**src/rtl/if_fetch_ctrl_if.sv**
```systemverilog
// Fetch-side bus: instruction memory port plus the IF/ID valid/ready output stream.
interface if_fetch_ctrl_if;
  logic [31:0] mem_addr;
  logic [31:0] mem_data;
  logic        out_valid;
  logic        out_ready;
  logic [31:0] out_instr;
  logic [31:0] out_pc;

  modport master (
    output mem_addr, out_valid, out_instr, out_pc,
    input  mem_data, out_ready
  );

  modport slave (
    input  mem_addr, out_valid, out_instr, out_pc,
    output mem_data, out_ready
  );
endinterface

```
**src/rtl/if_fetch_ctrl.sv**
```systemverilog
// IF-stage fetch sequencer: owns the PC, fetches from a combinational imem and
// queues {pc, instr} into a 2-entry buffer, with redirect, pause and range halt.
module if_fetch_ctrl #(
  parameter int          DEPTH    = 128,
  parameter logic [31:0] RESET_PC = 32'd0
) (
  input  logic                  clk,
  input  logic                  rst_n,
  input  logic                  enable,
  input  logic                  redirect_valid,
  input  logic [31:0]           redirect_pc,
  if_fetch_ctrl_if.master       bus,
  output logic                  halted,
  output logic [15:0]           fetch_cnt
);

  localparam logic [31:0] DEPTH_W = 32'(DEPTH);

  typedef enum logic [1:0] {S_RUN, S_PAUSE, S_HALT} state_t;

  typedef struct packed {
    logic [31:0] pc;
    logic [31:0] instr;
  } entry_t;

  state_t      state_q, state_d;
  logic [31:0] pc_q;
  entry_t      head_q, tail_q, new_ent;
  logic [1:0]  cnt_q;
  logic        push, pop, in_range;

  assign in_range = (pc_q < DEPTH_W);
  assign new_ent  = '{pc: pc_q, instr: bus.mem_data};

  // Pop never feeds the push decision, so out_ready has no path to mem_addr.
  assign pop = (cnt_q != 2'd0) && bus.out_ready && !redirect_valid;

  always_comb begin
    state_d = state_q;
    push    = 1'b0;
    if (redirect_valid) begin
      state_d = enable ? S_RUN : S_PAUSE;
    end else begin
      unique case (state_q)
        S_RUN: begin
          if (!enable)              state_d = S_PAUSE;
          else if (!in_range)       state_d = S_HALT;
          else if (cnt_q < 2'd2)    push    = 1'b1;
        end
        S_PAUSE: if (enable) state_d = S_RUN;
        S_HALT:  state_d = S_HALT;
        default: state_d = S_RUN;
      endcase
    end
  end

  // Resetting into RUN behaves exactly like resetting into PAUSE when enable
  // is low: RUN with enable=0 skips the push and moves to PAUSE on the first edge.
  always_ff @(posedge clk or negedge rst_n) begin
    if (!rst_n) state_q <= S_RUN;
    else        state_q <= state_d;
  end

  always_ff @(posedge clk or negedge rst_n) begin
    if (!rst_n) begin
      pc_q      <= RESET_PC;
      fetch_cnt <= '0;
    end else if (redirect_valid) begin
      pc_q      <= redirect_pc;
    end else if (push) begin
      pc_q      <= pc_q + 32'd1;
      fetch_cnt <= fetch_cnt + 16'd1;
    end
  end

  // Shift-style FIFO: head always holds the oldest entry so outputs come
  // straight from a register without a read-pointer mux.
  always_ff @(posedge clk or negedge rst_n) begin
    if (!rst_n) begin
      head_q <= '0;
      tail_q <= '0;
      cnt_q  <= '0;
    end else if (redirect_valid) begin
      cnt_q  <= '0;
    end else begin
      unique case ({push, pop})
        2'b10: begin
          if (cnt_q == 2'd0) head_q <= new_ent;
          else               tail_q <= new_ent;
          cnt_q <= cnt_q + 2'd1;
        end
        2'b01: begin
          if (cnt_q == 2'd2) head_q <= tail_q;
          cnt_q <= cnt_q - 2'd1;
        end
        2'b11: head_q <= new_ent;  // push implies count was 1
        default: ;
      endcase
    end
  end

  assign bus.mem_addr  = pc_q;
  assign bus.out_valid = (cnt_q != 2'd0);
  assign bus.out_pc    = head_q.pc;
  assign bus.out_instr = head_q.instr;
  assign halted        = (state_q == S_HALT);

endmodule

```
**src/flat_wrapper.sv**
```systemverilog
// flat-port wrapper written by rule: the top's interface ports become plain ports
module if_fetch_ctrl_flat 
#(
  parameter int          DEPTH    = 128,
  parameter logic [31:0] RESET_PC = 32'd0
)
  (clk, rst_n, enable, redirect_valid, redirect_pc, halted, fetch_cnt, bus_mem_addr, bus_out_valid, bus_out_instr, bus_out_pc, bus_mem_data, bus_out_ready);
  if_fetch_ctrl_if bus_i ();
  input  logic clk;
  input  logic rst_n;
  input  logic enable;
  input  logic redirect_valid;
  input  logic [31:0] redirect_pc;
  output logic halted;
  output logic [15:0] fetch_cnt;
  output wire logic [$bits(bus_i.mem_addr)-1:0] bus_mem_addr;
  output wire logic [$bits(bus_i.out_valid)-1:0] bus_out_valid;
  output wire logic [$bits(bus_i.out_instr)-1:0] bus_out_instr;
  output wire logic [$bits(bus_i.out_pc)-1:0] bus_out_pc;
  input wire logic [$bits(bus_i.mem_data)-1:0] bus_mem_data;
  input wire logic [$bits(bus_i.out_ready)-1:0] bus_out_ready;
  assign bus_mem_addr = bus_i.mem_addr;
  assign bus_out_valid = bus_i.out_valid;
  assign bus_out_instr = bus_i.out_instr;
  assign bus_out_pc = bus_i.out_pc;
  assign bus_i.mem_data = bus_mem_data;
  assign bus_i.out_ready = bus_out_ready;
  if_fetch_ctrl #(.DEPTH(DEPTH), .RESET_PC(RESET_PC)) u_core (.clk(clk), .rst_n(rst_n), .enable(enable), .redirect_valid(redirect_valid), .redirect_pc(redirect_pc), .bus(bus_i), .halted(halted), .fetch_cnt(fetch_cnt));
endmodule
```
**config.mk**
```make
export PLATFORM = sky130hd
export DESIGN_NAME = if_fetch_ctrl_flat
export DESIGN_NICKNAME = d
export VERILOG_FILES = /design/src/rtl/if_fetch_ctrl_if.sv /design/src/rtl/if_fetch_ctrl.sv /design/src/flat_wrapper.sv
export SDC_FILE = /design/constraint.sdc
export NUM_CORES = 1
export LEC_CHECK = 0
export ABC_AREA = 1
export CAP_MARGIN = 20
export CORE_ASPECT_RATIO = 0.5
export CORE_MARGIN = 10
export CORE_UTILIZATION = 32
export CTS_CLUSTER_SIZE = 8
export DETAILED_ROUTE_END_ITERATION = 8
export SLEW_MARGIN = 30
export SYNTH_ARGS = -nofsm -noshare
export SYNTH_HDL_FRONTEND = slang
export SYNTH_SLANG_ARGS = --single-unit
```
**constraint.sdc**
```tcl
create_clock -name clk -period 4.9 [get_ports clk]
set_input_delay 0.98 -clock clk [delete_from_list [all_inputs] [get_ports clk]]
set_output_delay 0.98 -clock clk [all_outputs]
set_load 0.05 [all_outputs]
```
## Word level (Yosys, flattened, before mapping)

Index checks and enable logic that the tools add are counted.

| storage, ports and cells | value |
|---|---|
| bits in registers | 180 |
| bits in latches | 0 |
| bits in writable memories | 0 |
| ROM bits | 0 |
| input bits | 69 |
| word-level logic and storage cells | 57 |
| memories kept | 0 |

| operators by class | value |
|---|---|
| $add $sub $neg | 4 |
| $mul | 0 |
| div/mod/pow operators | 0 |
| order comparisons | 2 |
| equal/unequal tests | 10 |
| shift-type cells | 0 |
| multiplexer cells | 18 |
| bitwise gates (word level) | 2 |
| reduce and logical (&&, ||, !) cells | 13 |

Operators with widths:

| cell | number |
|---|---|
| 64-bit case mux with 3 select lines | 1 |
| 64-bit 2-to-1 mux | 2 |
| 32-bit 2-to-1 mux | 2 |
| 32-bit by 1-bit adder with 32-bit output (second input constant) | 1 |
| 32-bit by 8-bit less-than comparator with 1-bit output (second input constant) | 1 |
| 16-bit by 1-bit adder with 16-bit output (second input constant) | 1 |
| 2-bit 2-to-1 mux | 5 |
| 2-bit == test (second input constant) | 4 |
| 1-bit 2-to-1 mux | 6 |
| 2-bit case mux with 3 select lines | 1 |
| 3-bit nonzero test | 2 |
| 2-bit by 1-bit == test with 1-bit output (second input constant) | 2 |
| 2-bit zero test | 2 |
| 2-bit by 1-bit != test with 1-bit output (second input constant) | 2 |
| 4-bit != test (second input constant) | 1 |
| 2-bit case mux with 2 select lines | 1 |
| 2-bit AND reduction | 2 |
| 4-bit AND reduction | 1 |
| 2-bit nonzero test | 2 |
| 3-bit != test (second input constant) | 1 |
| 3-bit AND reduction | 1 |
| 2-bit by 1-bit adder with 2-bit output (second input constant) | 1 |
| 1-bit logical AND | 2 |
| 2-bit less-than comparator (second input constant) | 1 |
| 3 further kinds | 4 |

## Longest topological paths before layout

Gate-level depths: netlist of run 1.

| logic depth | value |
|---|---|
| word-level depth | 9 |
| depth in mapped cells | 13 |

## Worst setup path after synthesis of run 1

Ideal clock, no wire load.

| timing | value |
|---|---|
| kind | in2reg |
| from | input port redirect_valid |
| to | register u_core.head_q (netlist bit u_core.bus.out_instr[11]) |
| library setup time | 0.066 ns |
| arrival | 2.167 ns |
| required time | 4.834 ns |
| slack | 2.667 ns |
| cell stages on the path | 8 |
| cells stage by stage | buf_2 nor3_2 buf_2 buf_1 nand3_1 nand2_1 nand2_1 nand2_1 |

| between the ends | value |
|---|---|
| longest elaborated chain between the ends | 5 |
| elaborated cells between the ends (all ways) | 12 |
| those cells by class | eq/ne: 5; mux: 2; bitwise: 1; reduce/logical: 4 |

Ends and longest elaborated chain:

| what | line | text |
|---|---|---|
| start, declared | flat_wrapper.sv:12 | `input logic redirect_valid;` |
| 1-bit zero test | if_fetch_ctrl.sv:36 | `assign pop = (cnt_q != 2'd0) && bus.out_ready && !redirect_valid;` |
| 1-bit logical AND | if_fetch_ctrl.sv:36 |  |
| 2-bit by 1-bit == test with 1-bit output or 2-bit == test (tied branches) | if_fetch_ctrl.sv:86 | `unique case ({push, pop})` |
| 2-bit by 1-bit != test with 1-bit output (no line) or 3-bit nonzero test (tied branches) | - |  |
| 4-bit AND reduction (no line) | - |  |
| end signal, assigned | if_fetch_ctrl.sv:88 | `if (cnt_q == 2'd0) head_q <= new_ent;` |
| end signal, assigned | if_fetch_ctrl.sv:93 | `if (cnt_q == 2'd2) head_q <= tail_q;` |
| end signal, assigned | if_fetch_ctrl.sv:96 | `2'b11: head_q <= new_ent;` |
| end, declared | if_fetch_ctrl.sv:28 | `entry_t head_q, tail_q, new_ent;` |

Several ways; a longest one is shown, not always the timed one.
A chain may end at the register's enable or synchronous reset.

## Final worst setup path of run 1

| timing | value |
|---|---|
| from | input port redirect_valid |
| to | register u_core.head_q (netlist bit u_core.bus.out_instr[18]) |

Same word-level chain as after synthesis.

==> metrics, run 1 <==
clk buf depth 2; synthesized net count 1116; unrepaired setup endpoints after global routing false; top cells by area, synth dfrtp_1, nand2_1, nand3_1; Clock Skews 0.0120 ns; HP Start u_core.tail_q[53]; Final WS setup 1.81 ns; Synth Area in Adders 0.00304; CTS Buf Count 17; via/cell ratio 4.49; via count 7046; TritonCTS clock tree done; Synth Area in XOR/XNOR 0.0192; core area 25200 µm²; cell area after layout about 11000 µm²; largest net degree at the start of global routing between 100 and 150; max-slew violation count 0; pre-CTS WS 1.36 ns; global-route wire length before repair just under 40 mm; clk sinks 180; initial DRC count 561; worst min-delay path class flop to flop; top_reg_cell synth dfrtp_1; initial core utilization 0.326; CP Launch Type input pin; gate count of the mapped netlist 1045; initial antenna violation count 3; Synth top cells by count nand2_1, dfrtp_1, inv_1; Compound-Gate Fraction of Synth Area 0.0508; worst r2r src u_core.bus.mem_addr[13]; area occupied by multi-input gates between 3000 and 4000 µm²; Yosys cell types 31; setup slack, reg-to-reg between 2 and 2.5 ns; Leak 5.66 nW; Die Ht 133 µm; setup violators final 0; H-tree Lvls 4; Yosys top cell area share 0.548; Synth warnings 0; vias in the first global route 7141; relative slew slack 0.386; antenna-violating nets left 0; largest family of logic cells by synthesized area simple AND/OR/NAND/NOR gates; final hold viol count 0; # fillers around 2500; clock slew at reported path FFs 0.06 ns; Std-Cell Rows 41; Routed WL per cell approximately 16 µm; Worst R2R End u_core.bus.out_pc[29]; met3 usage 0.0307; Register Area around 4500 µm²; cell with the most instances after synthesis nand2_1; fin util 0.437; layout cells sized above 1 0.0500; Critical Path Sink Type flop; CP Data Arrival Time about 3.5 ns; Post-Place Cell Area 10400 µm²; post-synthesis mux area share 0; WS Path Type input pin to flop; Hold EP u_core.tail_q[53]; top cell type by total area after synthesis dfrtp_1; Worst EP required 5.27 ns; final WL around 24 mm; Remaining DRCs 0; # hold bufs at CTS 0; minimum clock period 3.09 ns; status completed; Clk Latency, worst-skew pair 0.44 ns; Nets 1280; I/O Pins 183; die area 32900 µm²; Hold Crit Depth 2; port bufs between 150 and 200; PwrDens 507 nW/µm²; Post-synth EDFFs 0; DPL Wire Length 17.5 mm; Root Buffer clkbuf_16; FMAX 0.324 GHz; Tot GR Track Use 0.150; Post-Syn Area per Cell 7.87 µm²; post_cts resized 0; Mapped Area ~8200 µm²; final period utilization 0.631; Worst R2R Path Depth 13; Post-CTS Repair Setup Buffers 0; setup_tns 0 ns; maxcap violations 0; DR pass1 iterations 5; Die W about 250 µm; gpl congestion 0.803; Max FO, Critical Path 35; GR Layer Usage met1 0.177; asr flop ratio synth 1.00; Overflow after GRT 0; Worst Tran Pin Value 0.919 ns; GRT met2 Usage 0.267; area grow syn2layout 33.9%; sequential cell area fraction in the yosys report 0.548; FF+latch count, synth 180; maximum VDD drop between 0.2 and 0.3 mV; gr busiest metal met2; Synth Area in Simple Gates 0.302
## layout by cell type (no fill, tap or decap), types with 3 or more instances in the layout
cell type and instances:
a21oi_1 4, a22o_1 5, buf_4 14, bufinv_16 3, clkbuf_16 18, clkbuf_8 4, clkdlybuf4s50_1 181, dfrtp_1 180
diode_2 3, inv_1 94, inv_2 7, nand2_1 466, nand3_1 82, nand4_1 4, nor2_1 48, nor3_1 9
o211ai_1 7, o21ai_0 14, o21ai_1 39, xnor2_1 4, xor2_1 14
## how the worst max path moves through the flow
stage	startpoint	to	slack (ns)	depth (start not counted)
6_report	redirect_valid	u_core.bus.out_instr[18]	1.81	8
5_1_grt	enable	u_core.bus.out_instr[18]	1.58	11
3_3_place_gp	enable	u_core.bus.out_pc[29]	1.43	11
4_1_cts	u_core.cnt_q[1]	bus_out_valid	1.77	3
2_1_floorplan	redirect_valid	u_core.bus.out_instr[11]	2.67	8
3_5_place_dp	redirect_valid	u_core.bus.out_instr[18]	1.36	8
## stage by stage
stage	cells	hold WS, ns	total power (W)
2_1_floorplan	1045	0.437	0.00335
3_3_place_gp	1534	0.449	0.00420
3_5_place_dp	1534	0.453	0.00422
4_1_cts	1565	0.471	0.00567
5_1_grt	1568	0.493	0.00587
6_report	1568	0.468	0.00559
## final cells by class
type                       count  area share
inverter                     101      0.0344
sequential                   180       0.409
multi-input combinational    712       0.283
timing repair buffer         197       0.178
clock inverter                 8      0.0112
antenna                        3    0.000681
clock buffer                  23      0.0443
tap                          344      0.0391
## power by group
part           leakage [nW]  internal [W]  switching [W]
Clock                 0.295      0.000854       0.000577
Combinational          3.02      0.000690        0.00152
Sequential             2.34       0.00176       0.000197
Total                  5.66       0.00330        0.00229
## flip-flops by register name, indices dropped and copies added, names as in the netlist
register	flops
u_core.state_q	2
u_core.tail_q	64
u_core.bus.out_instr	32
u_core.bus.out_pc	32
u_core.cnt_q	2
u_core.bus.mem_addr	32
u_core.fetch_cnt	16
## cell families (layout without fill, tap and decap cells)
family | Yosys count | count (layout)
and+or+nand+nor | 619 | 619
DFF | 180 | 180
adders and majority gates | 2 | 2
buffers and inverters | 153 | 329
xor gates and xnor gates | 18 | 18
AOI/OAI and AO/OA | 73 | 73
other | 0 | 3
## worst max-delay path, cell delays in order
cell             delay [ns]
clkdlybuf4s50_1        0.78
nor3_4                 0.09
buf_4                  0.24
nor2_1                 0.25
o21bai_4               0.46
buf_4                  0.46
nand2_1                0.10
nand2_1                0.08
## metal layers
metal,part of all wire,routed length [µm]
met3,0.037,899
met2,0.52,12800
met5,0,0
met4,0.011,276
met1,0.43,10400
Power figures use the tool's default switching activity.
==> inputs of run 2 (changes only) <==
==> constraint.sdc (replaced) <==
create_clock -name clk -period 2.5 [get_ports clk]
set_input_delay 0.5 -clock clk [delete_from_list [all_inputs] [get_ports clk]]
set_output_delay 0.5 -clock clk [all_outputs]
set_load 0.05 [all_outputs]
==> run 2 against run 1 <==
  * Sequential share of layout area shrank 0.59 points
  * Wire length grew 0.28%
  * Via count grew 1.2%
  * Combinational power grew 98%
==> metrics, run 2 (synthesis results as in run 1) <==
layout cells sized above 1 0.0554 (+0.00546); Critical Path Slowest Stage Cell clkdlybuf4s50_1; most common cell after layout, fill and taps aside nand2_1; clock slew at reported path FFs 0.07 ns (about the same); WS Path Type flop to output port; crit-path leading delay family buffers and inverters; CP Data Arrival Time 1.87 ns (-1.59 ns); vias in the first global route 7325 (+2.6%); Remaining DRCs 0 (unchanged); crit path cell chain nor2_1 > clkdlybuf4s50_1; status completed; Die W 247 µm (unchanged); H-tree Lvls 4 (unchanged); Tot GR Track Use 0.150 (-0.000171); final instance count without filler cells 1574 (+0.38%); clk sinks 180 (unchanged); final hold viol count 0 (unchanged); CP Launch Type flop; Clock Skews 0.0123 ns (+0.000219 ns); Leak 5.74 nW (+1.5%); P_sw 0.00453 W (+98%); CTS Buf Count 17 (unchanged); port bufs 182 (unchanged); DR pass1 iterations 5 (unchanged); initial antenna violation count 3 (unchanged); cell area after layout 11200 µm² (+1.5%); Post-CTS Repair Setup Buffers 0 (unchanged); commonest cells after routing, fill and taps aside nand2_1, clkdlybuf4s50_1, dfrtp_1, inv_1, nand3_1; fin util 0.443 (+0.00634); Worst EP required 2.00 ns (-3.27 ns); gpl congestion 0.814 (+1.3%); PwrDens 1010 nW/µm² (+99%); Post-Place Cell Area 10500 µm² (+0.98%); crit-path max cell delay 0.87 ns (+0.09 ns); die area 32900 µm² (unchanged); setup_tns 0 ns (unchanged); clk buf depth 2 (unchanged); Root Buffer clkbuf_16; Pint 0.00673 W (+100%); antenna-violating nets left 0 (unchanged); Nets 1285 (+0.39%); Switching Share 0.402 (-0.00747); Routed WL per cell 15.5 µm (-0.11%); Overflow after GRT 0 (unchanged); final WL 24.4 mm (+0.28%); minimum clock period 2.37 ns; Worst Tran Pin Value 0.595 ns (-0.324 ns); relative slew slack 0.602 (+0.216); Std-Cell Rows 41 (unchanged); maxcap violations 0 (unchanged); max-slew violation count 0 (unchanged); worst min-delay path class input pin to asynchronous set/reset pin; Critical Path Sink Type output port; unrepaired setup endpoints after global routing false; initial DRC count 669 (+19%); final period utilization 0.947; Clk Latency, worst-skew pair 0.43 ns (about the same); maximum VDD drop 0.514 mV (+74%); I/O Pins 183 (unchanged); TritonCTS clock tree done; part of the power in the clock network 0.273 (+0.017); DPL Wire Length 17.4 mm (-0.59%); Die Ht 133 µm (unchanged); via/cell ratio 4.53 (+0.85%); Design Power 0.0113 W (+100%); largest net degree at the start of global routing 104 (-18%); setup violators final 0 (unchanged); Max FO, Critical Path 3 (-91%); Comb pwr share 0.389 (-0.006); cell total after placement 1539 (+0.33%); max reg flops 64 (unchanged); global-route wire length before repair 39.7 mm (+0.67%); initial core utilization 0.326 (unchanged); most flop-heavy register u_core.tail_q; FMAX 0.423 GHz; via count 7133 (+1.2%); core area 25200 µm² (unchanged); area grow syn2layout 35.9%; Buf/Inv on CP 1 (-2); Seq pwr share 0.337 (-0.012)
[run 2: cell count changes in the layout (fill, tap and decap cells not counted), sizes merged]
cell,before,now
dlygate4sd2,0,1
inv,101,102
clkbuf,24,20
clkinvlp,2,1
clkdlybuf4s50,181,180
clkinv,3,5
buf,15,20
bufinv,3,6
[run 2: routing by layer]
layer | wire length (µm) | track usage | vias up
met4 | 319 | 0.0502 | 0
met5 | 0 | 0 | -
met1 | 10300 | 0.177 | 3430
li1 | - | - | 3556
met3 | 969 | 0.0321 | 15
met2 | 12800 | 0.265 | 132
[run 2: power groups by stage]
stage	Sequential [W]	Combinational (W)	Clock (W)
floorplan	0.00555	0.00102	0
global placement	0.00385	0.00442	0
detailed placement	0.00386	0.00445	0
CTS	0.00381	0.00446	0.00316
global route	0.00387	0.00469	0.00326
finish	0.00380	0.00438	0.00308
[run 2: what timing repair did]
| item | CTS | global route |
|---|---|---|
| setup endpoints to repair | 1 | 0 |
| resized for setup | 1 | 0 |
| hold buffers | 0 | 0 |
[run 2: through the flow]
step	hold WS (ns)	setup WS (ns)
6_report	0.0492	0.133
5_1_grt	0.0728	0.0479
4_1_cts	0.0499	0.106
3_5_place_dp	0.455	0.0982
3_3_place_gp	0.449	0.146
2_1_floorplan	0.204	0.563
[run 2: area by class of cell]
cell class                 instances  area (µm²)
clock inverter                    13         229
tap                              344         430
clock buffer                      19         443
fill                            2474       14100
inverter                         101         379
sequential                       180        4500
multi-input combinational        712        3120
timing repair buffer             202        2060
antenna                            3        7.51
[run 2: path summary, 6_finish.rpt]
| path | startpoint | to | slack, ns | cells after the start |
|---|---|---|---|---|
| max in group asynchronous | rst_n | u_core.tail_q[3] | 1.66 | 2 |
| setup / recovery | u_core.state_q[0] | halted | 0.13 | 2 |
| hold / removal | rst_n | u_core.bus.mem_addr[17] | 0.05 | 1 |
| setup reg to reg | u_core.bus.mem_addr[13] | u_core.tail_q[9] | 0.35 | 11 |
| min in group clk | u_core.tail_q[44] | u_core.tail_q[44] | 0.47 | 2 |
| hold reg to reg | u_core.tail_q[44] | u_core.tail_q[44] | 0.47 | 2 |
==> inputs of run 3 (changes only) <==
--- a/config.mk
+++ b/config.mk
@@ -7,11 +7,14 @@
 export LEC_CHECK = 0
 export ABC_AREA = 1
 export CAP_MARGIN = 20
+export CELL_PAD_IN_SITES_DETAIL_PLACEMENT = 1
+export CELL_PAD_IN_SITES_GLOBAL_PLACEMENT = 1
 export CORE_ASPECT_RATIO = 0.5
 export CORE_MARGIN = 10
 export CORE_UTILIZATION = 32
 export CTS_CLUSTER_SIZE = 8
 export DETAILED_ROUTE_END_ITERATION = 8
+export PLACE_DENSITY_LB_ADDON = 0.1
 export SLEW_MARGIN = 30
 export SYNTH_ARGS = -nofsm -noshare
 export SYNTH_HDL_FRONTEND = slang
==> run 3 against run 2 <==
  * Largest cell class unchanged
  * Combinational power increased by 2%
  * Clock-buffer cell count rose by 6
  * The flow now finishes with violations (negative hold slack)
  * Worst setup slack worse by 0.0039 ns
  * Critical path type unchanged
  * Via count up 3.7%
==> metrics, run 3 (synthesis results as in run 1) <==
status finished with violations; violated checks negative hold slack; CTS Buf Count 17 (unchanged); initial DRC count 385 (-42%); maximum VDD drop 0.542 mV (+5.5%); final period utilization 0.948 (+0.00157); Post-Place Cell Area 10600 µm² (+0.60%); clk sinks 180 (unchanged); gpl congestion 0.796 (-2.2%); # fillers 3005 (+21%); I/O Pins 183 (unchanged); Worst EP required 2.00 ns (about the same); antenna-violating nets left 0 (unchanged); final hold viol count 1 (+1); cell total after placement 1543 (+0.26%); vias in the first global route 8201 (+12%); FMAX 0.422 GHz (-0.17%); Die W 247 µm (unchanged); Worst Tran Pin Value 0.569 ns (-0.0266 ns); Critical Path Sink Type output port; max-slew violation count 0 (unchanged); H-tree Lvls 4 (unchanged); Max FO, Critical Path 2 (-1); minimum clock period 2.37 ns (+0.00392 ns); P_sw 0.00455 W (+0.55%); Switching Share 0.412 (+0.00991); Comb pwr share 0.404 (+0.015); die area 32900 µm² (unchanged); worst min-delay path class input pin to asynchronous set/reset pin; WS Path Type flop to output port; via/cell ratio 4.69 (+3.6%); Remaining DRCs 0 (unchanged); core area 25200 µm² (unchanged); Overflow after GRT 0 (unchanged); CP Data Arrival Time 1.87 ns (about the same); port bufs 182 (unchanged); Pint 0.00649 W (-3.5%); Tot GR Track Use 0.165 (+0.0153); Design Power 0.0110 W (-1.9%); max reg flops 64 (unchanged); clock slew at reported path FFs 0.07 ns (about the same); Root Buffer clkbuf_16; Die Ht 133 µm (unchanged); area grow syn2layout 35.8% (about the same); Std-Cell Rows 41 (unchanged); global-route wire length before repair 43.6 mm (+9.9%); Clk Latency, worst-skew pair 0.45 ns (+0.02 ns); cell area after layout 11200 µm² (about the same); initial core utilization 0.326 (unchanged); PwrDens 989 nW/µm² (-1.8%); initial antenna violation count 1 (-2); Nets 1289 (+0.31%); WHS -0.00290 ns (-0.0521 ns); unrepaired setup endpoints after global routing false; clk buf depth 2 (unchanged); setup violators final 0 (unchanged); Routed WL per cell 16.7 µm (+7.7%); area occupied by multi-input gates 3130 µm² (about the same); DR pass1 iterations 4 (-1); Post-CTS Repair Setup Buffers 0 (unchanged); TritonCTS clock tree done; commonest cells after routing, fill and taps aside nand2_1, dfrtp_1, clkdlybuf4s50_1, inv_1, nand3_1; Leak 5.74 nW (about the same); layout cells sized above 1 0.0593 (+0.00388); part of the power in the clock network 0.253 (-0.020); fin util 0.443 (about the same); final WL 26.3 mm (+7.8%); Register Area 4500 µm² (unchanged); CP Launch Type flop; Seq pwr share 0.342 (+0.005); Clock Skews 0.0104 ns (-0.00187 ns); maxcap violations 0 (unchanged); DPL Wire Length 18.7 mm (+7.4%); most common cell after layout, fill and taps aside nand2_1; most flop-heavy register u_core.tail_q; via count 7398 (+3.7%); final instance count without filler cells 1576 (+0.13%); relative slew slack 0.620 (+0.0178); largest net degree at the start of global routing 87 (-16%)
[run 3: cell count changes in the layout (fill, tap and decap cells not counted)]
| cell | change |
|---|---|
| buf_12 | +3 |
| buf_2 | +1 |
| buf_4 | +1 |
| bufinv_16 | -4 |
| clkbuf_1 | +1 |
| clkbuf_8 | +5 |
| clkdlybuf4s50_1 | -1 |
| clkinv_2 | -1 |
| clkinv_4 | -1 |
| clkinvlp_4 | +1 |
| diode_2 | -2 |
| inv_6 | -1 |
| nor2_1 | -1 |
| nor2_2 | +1 |
[run 3: power groups by stage]
stage / combinational (W) / clock [W] / sequential (W)
after floorplan: 0.00102 / 0 / 0.00555
after global placement: 0.00449 / 0 / 0.00383
after detailed placement: 0.00455 / 0 / 0.00384
after CTS: 0.00455 / 0.00289 / 0.00380
after global routing: 0.00478 / 0.00302 / 0.00386
final: 0.00447 / 0.00280 / 0.00378
[run 3: cell type report]
class                      count  area share
antenna                        1    0.000224
tap                          344      0.0385
clock buffer                  25      0.0461
sequential                   180       0.403
inverter                     101      0.0339
timing repair buffer         206       0.190
clock inverter                 7     0.00840
multi-input combinational    712       0.280
[run 3: worst paths after layout]
kind	startpoint	endpoint	slack [ns]	cells after the start
worst max-delay path	u_core.state_q[1]	halted	0.13	3
worst min-delay path	rst_n	u_core.bus.out_pc[15]	-0.003	1
max in group asynchronous	rst_n	u_core.bus.mem_addr[14]	1.85	2
worst max register to register	u_core.bus.mem_addr[28]	u_core.cnt_q[1]	0.28	12
min in group clk	u_core.tail_q[40]	u_core.tail_q[40]	0.47	2
worst min register to register	u_core.tail_q[40]	u_core.tail_q[40]	0.47	2
[run 3: routing by layer]
layer,vias up,GRT usage,part of all wire
met3,24,0.0335,0.031
met2,81,0.294,0.51
met1,3734,0.196,0.44
met4,0,0.0532,0.016
met5,-,0,0
li1,3559,-,-
[run 3: critical path, cell delays in order (launching register included)]
cell and delay, ns:
dfrtp_1 0.37, inv_1 0.07, nor2_1 0.13, clkdlybuf4s50_1 0.85
[run 3: stage by stage]
| step | worst slack, ns | hold slack (ns) | setup TNS [ns] |
|---|---|---|---|
| floorplan | 0.563 | 0.204 | 0 |
| global placement | 0.0660 | 0.450 | 0 |
| detailed placement | -0.0217 | 0.453 | -0.0380 |
| CTS | 0.0775 | 0.00146 | 0 |
| global route | 0.0263 | 0.0150 | 0 |
| finish | 0.129 | -0.00290 | 0 |
[run 3: timing repair]
item,CTS,global route
endpoints found under the setup margin,1,49
gates resized for setup,1,1
hold buffers,0,0
endpoints found under the hold margin,0,0
